`src/rtl/interrupt_ctrl.sv`:
```
// Commit-boundary trap sequencer: arbitrates irq/ecall/ebreak/mret, strobes CSR trap updates, redirects fetch.
// Optional macro INTERRUPT_VECTORED_EN enables vectored interrupt targets when mtvec mode is 2'b01.
`ifndef DATA_WIDTH
`define DATA_WIDTH 32
`endif

module interrupt_ctrl (
  input  logic                    clk_i,
  input  logic                    rst_i,
  input  logic                    mip_external_i,
  input  logic                    mip_timer_i,
  input  logic                    mip_software_i,
  input  logic                    mie_external_i,
  input  logic                    mie_timer_i,
  input  logic                    mie_software_i,
  input  logic                    mstatus_ie_i,
  input  logic [`DATA_WIDTH-1:0]  mtvec_i,
  input  logic [`DATA_WIDTH-1:0]  epc_i,
  input  logic                    inst_valid_i,
  input  logic [`DATA_WIDTH-1:0]  inst_addr_i,
  input  logic                    ecall_i,
  input  logic                    ebreak_i,
  input  logic                    mret_i,
  output logic                    stall_o,
  output logic                    flush_o,
  output logic                    redirect_o,
  output logic [`DATA_WIDTH-1:0]  redirect_pc_o,
  output logic                    interrupt_type_o,
  output logic                    cause_we_o,
  output logic [3:0]              cause_o,
  output logic                    epc_we_o,
  output logic [`DATA_WIDTH-1:0]  epc_o,
  output logic                    mstatus_ie_clear_o,
  output logic                    mstatus_ie_set_o
);

  localparam int unsigned DW = `DATA_WIDTH;
  localparam int unsigned CW = 4;

  localparam logic [CW-1:0] CAUSE_EXT    = 4'd11;
  localparam logic [CW-1:0] CAUSE_SW     = 4'd3;
  localparam logic [CW-1:0] CAUSE_TIMER  = 4'd7;
  localparam logic [CW-1:0] CAUSE_ECALL  = 4'd11;
  localparam logic [CW-1:0] CAUSE_EBREAK = 4'd3;

  typedef enum logic [1:0] {
    IDLE = 2'd0,
    TRAP = 2'd1,
    MRET = 2'd2,
    JUMP = 2'd3
  } state_e;

  state_e          state_q, state_d;
  logic [CW-1:0]   cause_q;
  logic            type_q;
  logic [DW-1:0]   epc_q;
  logic            sel_vec_q;

  logic            irq_ext, irq_sw, irq_timer, irq_any;
  logic            trap_evt, accept;
  logic [CW-1:0]   cause_d;
  logic [DW-1:0]   base_addr, vec_target;
  logic            unused_addr_bits;

  // Event arbitration: any enabled interrupt beats ecall, which beats ebreak, which beats mret
  assign irq_ext   = mstatus_ie_i & mip_external_i & mie_external_i;
  assign irq_sw    = mstatus_ie_i & mip_software_i & mie_software_i;
  assign irq_timer = mstatus_ie_i & mip_timer_i & mie_timer_i;
  assign irq_any   = irq_ext | irq_sw | irq_timer;
  assign trap_evt  = irq_any | ecall_i | ebreak_i;
  assign accept    = (state_q == IDLE) & inst_valid_i & ~rst_i & (trap_evt | mret_i);

  always_comb begin
    cause_d = CAUSE_EBREAK;
    if (irq_ext)        cause_d = CAUSE_EXT;
    else if (irq_sw)    cause_d = CAUSE_SW;
    else if (irq_timer) cause_d = CAUSE_TIMER;
    else if (ecall_i)   cause_d = CAUSE_ECALL;
  end

  assign base_addr = {mtvec_i[DW-1:2], 2'b00};
`ifdef INTERRUPT_VECTORED_EN
  assign vec_target = (type_q && (mtvec_i[1:0] == 2'b01))
                    ? base_addr + DW'({cause_q, 2'b00})
                    : base_addr;
`else
  assign vec_target = base_addr;
`endif
  assign unused_addr_bits = ^{mtvec_i[1:0], inst_addr_i[1:0]};

  // State and latched trap information
  always_ff @(posedge clk_i) begin
    if (rst_i) begin
      state_q   <= IDLE;
      cause_q   <= '0;
      type_q    <= 1'b0;
      epc_q     <= '0;
      sel_vec_q <= 1'b0;
    end else begin
      state_q <= state_d;
      if (accept) begin
        sel_vec_q <= trap_evt;
        if (trap_evt) begin
          cause_q <= cause_d;
          type_q  <= irq_any;
          epc_q   <= {inst_addr_i[DW-1:2], 2'b00};
        end
      end
    end
  end

  // Next state and sequencing strobes; reset forces every strobe low in the same cycle
  always_comb begin
    state_d            = state_q;
    stall_o            = 1'b0;
    flush_o            = 1'b0;
    redirect_o         = 1'b0;
    redirect_pc_o      = '0;
    cause_we_o         = 1'b0;
    epc_we_o           = 1'b0;
    mstatus_ie_clear_o = 1'b0;
    mstatus_ie_set_o   = 1'b0;
    case (state_q)
      IDLE: begin
        if (accept) begin
          stall_o = 1'b1;
          state_d = trap_evt ? TRAP : MRET;
        end
      end
      TRAP: begin
        stall_o            = 1'b1;
        cause_we_o         = 1'b1;
        epc_we_o           = 1'b1;
        mstatus_ie_clear_o = 1'b1;
        state_d            = JUMP;
      end
      MRET: begin
        stall_o          = 1'b1;
        mstatus_ie_set_o = 1'b1;
        state_d          = JUMP;
      end
      JUMP: begin
        stall_o       = 1'b1;
        flush_o       = 1'b1;
        redirect_o    = 1'b1;
        redirect_pc_o = sel_vec_q ? vec_target : epc_i;
        state_d       = IDLE;
      end
      default: state_d = IDLE;
    endcase
    if (rst_i) begin
      state_d            = IDLE;
      stall_o            = 1'b0;
      flush_o            = 1'b0;
      redirect_o         = 1'b0;
      redirect_pc_o      = '0;
      cause_we_o         = 1'b0;
      epc_we_o           = 1'b0;
      mstatus_ie_clear_o = 1'b0;
      mstatus_ie_set_o   = 1'b0;
    end
  end

  assign cause_o          = cause_q;
  assign interrupt_type_o = type_q;
  assign epc_o            = epc_q;

endmodule

```
`config.mk`:
```
export PLATFORM = sky130hd
export DESIGN_NAME = interrupt_ctrl
export DESIGN_NICKNAME = d
export VERILOG_FILES = /design/src/rtl/interrupt_ctrl.sv
export SDC_FILE = /design/constraint.sdc
export NUM_CORES = 1
export LEC_CHECK = 0
export CAP_MARGIN = 25
export CORE_MARGIN = 5
export CORE_UTILIZATION = 34
export DETAILED_ROUTE_END_ITERATION = 10
export PLACE_DENSITY = 0.89
export SYNTH_ARGS = -nofsm -noshare
export SYNTH_HDL_FRONTEND = slang
export SYNTH_SLANG_ARGS = --single-unit
```
`constraint.sdc`:
```
create_clock -name clk_i -period 4.3 [get_ports clk_i]
set_input_delay 0.645 -clock clk_i [delete_from_list [all_inputs] [get_ports clk_i]]
set_output_delay 0.645 -clock clk_i [all_outputs]
set_load 0.005 [all_outputs]
```
# Word-level counts from Yosys, hierarchy flattened
# Index checks and enable logic that the tools add are counted.
# classes
n_eq_ne	4
n_mux	19
bitwise	15
n_reduce_logical	4
# ops
operator	count
$mux W32	3
$mux W4	4
$and A1 B1 Y1	9
$mux W1	8
$pmux W2 S3	1
$or A1 B1 Y1	5
$eq A2 B2 Y1 const B	2
$mux W2	2
$reduce_or A3 Y1	1
$eq A2 B1 Y1 const B	1
$logic_not A2 Y1	1
$ne A2 B2 Y1 const B	1
$pmux W1 S2	1
$reduce_and A2 Y1	1
$reduce_or A2 Y1	1
$not A1 Y1	1
# word_totals
ff_bits	38
word_cells	47

# Depth between registers and ports, before layout
# depth
ltp_word	11
ltp_mapped	8
mapped_depth_nobuf	6

# Worst setup path after synthesis
# No wires, ideal clock.
# synth_timing
path_kind	input port to output port
startpoint	input port ecall_i
endpoint	output port stall_o
t_arrival_ps	1443
t_required_ps	3655
path_slack_ps	2212
path_stages	4
cell_sequence	nor2_2 > nor4bb_1 > a22oi_2 > and2_1
# synth_between
elab_chain_cells	7
# synth_rtl
item	line	rtl
start: declaration	21	input logic ecall_i,
$or A1 B1 Y1 (2 in a row)	70	assign trap_evt = irq_any | ecall_i | ebreak_i;
$or A1 B1 Y1	71	assign accept = (state_q == IDLE) & inst_valid_i & ~rst_i & (trap_evt | mret_i);
$and A1 B1 Y1	71	
$mux W1	125	if (accept) begin
$pmux W1 S2	123	case (state_q)
$mux W1	151	if (rst_i) begin
end: declaration	24	output logic stall_o,
# No other way between the ends.

# Worst setup path in the final report
# layout_timing
startpoint	input port rst_i
endpoint	output port stall_o
# layout_between
elab_chain_cells	6
# layout_rtl
item	line	rtl
start: declaration	9	input logic rst_i,
$not A1 Y1	71	
$and A1 B1 Y1 (2 in a row)	71	
$mux W1	125	
$pmux W1 S2	123	
$mux W1 *	151	
# Every way passes the cells marked *; elsewhere a longest branch is shown, timed or not.

==> summary.md <==
| Metric | Value |
|---|---|
| Antenna diodes | `0` |
| Core Rows | `28` |
| Post-Synth Adder-Cell Area | `2.998%` |
| Detailed Routing Iterations Pass 1 | `4` |
| Lkg Pwr | `1.459 nW` |
| Filler instances | `498` |
| H-tree Lvls | `2` |
| Highest-delay cell along the critical path | `clkdlybuf4s50_1` |
| Fin crit period | `3.371 ns` |
| Mapped Cells | `256` |
| Top cells by count, synth | `nand2_1, dfxtp_1, nor2_1, mux2i_1, o21ai_2` |
| Avg WL per Cell | `14.84 um` |
| Setup violators final | `0` |
| Post-synth EDFFs | `0` |
| Worst setup SP type | `input port` |
| Mean area per synthesized cell | `8.152 um^2` |
| Via density | `4.562` |
| Req. time, crit path | `3.65 ns` |
| Max FO, Critical Path | `21` |
| Synth Area in Compound Gates | `15.41%` |
| Footprint of the multi-input gates | `1181 um^2` |
| CP endpoint kind | `primary output` |
| Reg2reg path depth | `7` |
| Max VDD drop | `0.0002173 V` |
| Hold Path Cell Cnt | `2` |
| Fin. max-slew vios | `0` |
| R2r endpoint | `cause_o[3]` |
| Crit Path Class | `input port to primary output` |
| Max incr delay on CP | `0.54 ns` |
| Most numerous cell in the Yosys netlist | `nand2_1` |
| Post-CTS Resized | `0` |
| WHS Endpoint | `epc_o[23]` |
| Endpoints failing hold | `0` |
| Final std cells w/o fill | `498` |
| Final ANT Viol Nets | `0` |
| Reg-to-Reg Start | `state_q[0]` |
| Tightest Pin Transition | `0.9835 ns` |
| Worst hold slack | `0.4569 ns` |
| CP Cell Sequence | `clkdlybuf4s50_1 -> inv_2 -> nand3_2 -> a22oi_2 -> and2_1 -> clkdlybuf4s50_1` |
| GRT overflow | `0` |
| Post-synthesis sequential area ratio | `35.49%` |
| Hpwl dp | `6153 um` |
| Yosys Warn Count | `0` |
| Post-route setup TNS | `0 ns` |
| Final period utilization | `78.40%` |
| Reg area | `742.0 um^2` |
| Clk slew on worst S/H paths | `0.07 ns` |
| # Post-CTS Setup Buffers | `0` |
| CTS max path bufs | `2` |
| Largest net degree at the start of global routing | `34` |
| Initial antenna violation count | `0` |
| Initial Utilization | `35.04%` |
| Most numerous cell on the critical path | `clkdlybuf4s50_1` |
| Largest family of logic cells by synthesized area | `simple AND/OR/NAND/NOR gates` |
| Die span in y | `88.35 um` |
| HP Start | `epc_o[23]` |
| Xor/xnor share of the synthesized area | `0%` |
| Clock Latency Late Sink | `0.28 ns` |
| GP Congestion | `0.7808` |
| P&R area growth vs syn | `88.49%` |
| # nets final | `537` |
| WL final | `7392 um` |
| Max cap viols | `0` |
| Root buffer cell | `clkbuf_8` |
| DRT iter0 DRCs | `61` |
| Multiplexer share of the synthesized area | `14.87%` |
| DRC viols | `0` |
| Power Dens Cells | `340.9 nW/um^2` |
| Core area | `5956 um^2` |
| Area contributors post-synth | `dfxtp_1, mux2i_1, nand2_1` |
| RSZ-0062 raised after global routing | `false` |
| Die Span X | `88.35 um` |
| Most used DFF post-synth | `dfxtp_1` |
| R2R Setup Slk | `2.54 ns` |
| Post-synth top area share | `35.49%` |
| PortBufs | `178` |
| Max_slew headroom | `34.44%` |
| Clock Skew | `0.004484 ns` |
| Max Fclk | `296.6 MHz` |
| First-pass GRT wire length | `10,760 um` |
| Placed insts | `491` |
| Fin util | `66.05%` |
| Status | `finished, final reports clean` |
| Hold_buf cts | `0` |
| GR Util All Layers | `17.50%` |
| Worst min path class | `flip-flop to flip-flop` |
| I/O pin total | `185` |
| Number of global-route vias before repair | `2,252` |
| Post-synth ARST share | `0%` |
| Post-synthesis cell type count | `36` |
| Tot Pwr | `1.341 mW` |
| Yosys top cell by area | `dfxtp_1` |
| CTS tree | `done` |
| Register bit total from synthesis | `37` |
| Synthesized cell area | `2087 um^2` |
| Clk sinks | `37` |
| CTS Buf Count | `5` |
| Via count | `2,272` |
| Share of cells above drive strength 1 | `9.220%` |
| WP data arrival | `2.73 ns` |
| Full die area | `7805 um^2` |
| Simple-Gate Fraction of Synth Area | `22.60%` |
-- worst max path at each step --
stage,from,to,slack [ns],cells after the start
2_1_floorplan,ecall_i,stall_o,2.21,4
3_3_place_gp,rst_i,stall_o,0.90,6
3_5_place_dp,rst_i,stall_o,0.92,6
4_1_cts,rst_i,stall_o,0.91,6
5_1_grt,rst_i,stall_o,0.81,6
6_report,rst_i,stall_o,0.93,6
-- metal layers --
metal  up-vias  global-route usage [%]  routed length [um]
li1       1178                       -                   -
met1      1009                   20.25                2812
met2        74                   32.29                3996
met3        11                   3.259                 438
met4         0                   5.632                 145
met5         -                       0                   0
-- cell type report --
type | count | share of cell area [%]
clock buffer | 6 | 2.099
tap | 75 | 2.385
timing repair buffer | 182 | 46.06
sequential | 37 | 18.86
clock inverter | 1 | 0.1908
multi-input combinational | 193 | 30.03
inverter | 4 | 0.3817
-- critical path: cells and delay by family --
kind	cells	cell delay (ns)
AND/OR/NAND/NOR	2	0.38
buffers and inverters	3	1.38
AO/OA/AOI/OAI	1	0.32
-- power breakdown --
group          total (mW)  internal [mW]  switching (mW)
Combinational       0.607          0.373           0.234
Sequential          0.488          0.411          0.0768
Clock               0.245          0.127           0.119
-- kinds of logic (layout without fill, tap and decap cells) --
family	after synthesis	in the layout
simple gates	112	112
compound gates	43	43
fa+ha+maj	5	5
buf+inv	27	193
mux	31	31
other cells	1	2
flops	37	37
-- layout by cell type (no fill, tap or decap), types with 2 or more instances in the layout --
cell type	netlist	routed
nand2_1	63	63
clkbuf_8	0	6
a21oi_1	2	2
nor2b_1	2	2
o21ai_0	12	12
inv_1	3	3
mux2i_1	31	31
nor2_1	34	34
ha_1	5	5
buf_4	6	4
nor3b_1	2	2
dfxtp_1	37	36
clkdlybuf4s50_1	0	178
o21ai_2	19	19
nand4_1	2	2
conb_1	1	2
nand2b_1	2	2
-- stage by stage --
step	setup WS, ns	instance area (um^2)
6_report	0.9289	3934
5_1_grt	0.8128	3934
4_1_cts	0.9118	3934
3_5_place_dp	0.9231	3844
3_3_place_gp	0.9030	3844
2_1_floorplan	2.212	2091
-- registers in the layout, summed over array words and instances (netlist names) --
name,flops
cause_o,3
state_q,2
epc_o,30
sel_vec_q,1
interrupt_type_o,1
Power figures use the tool's default switching activity.
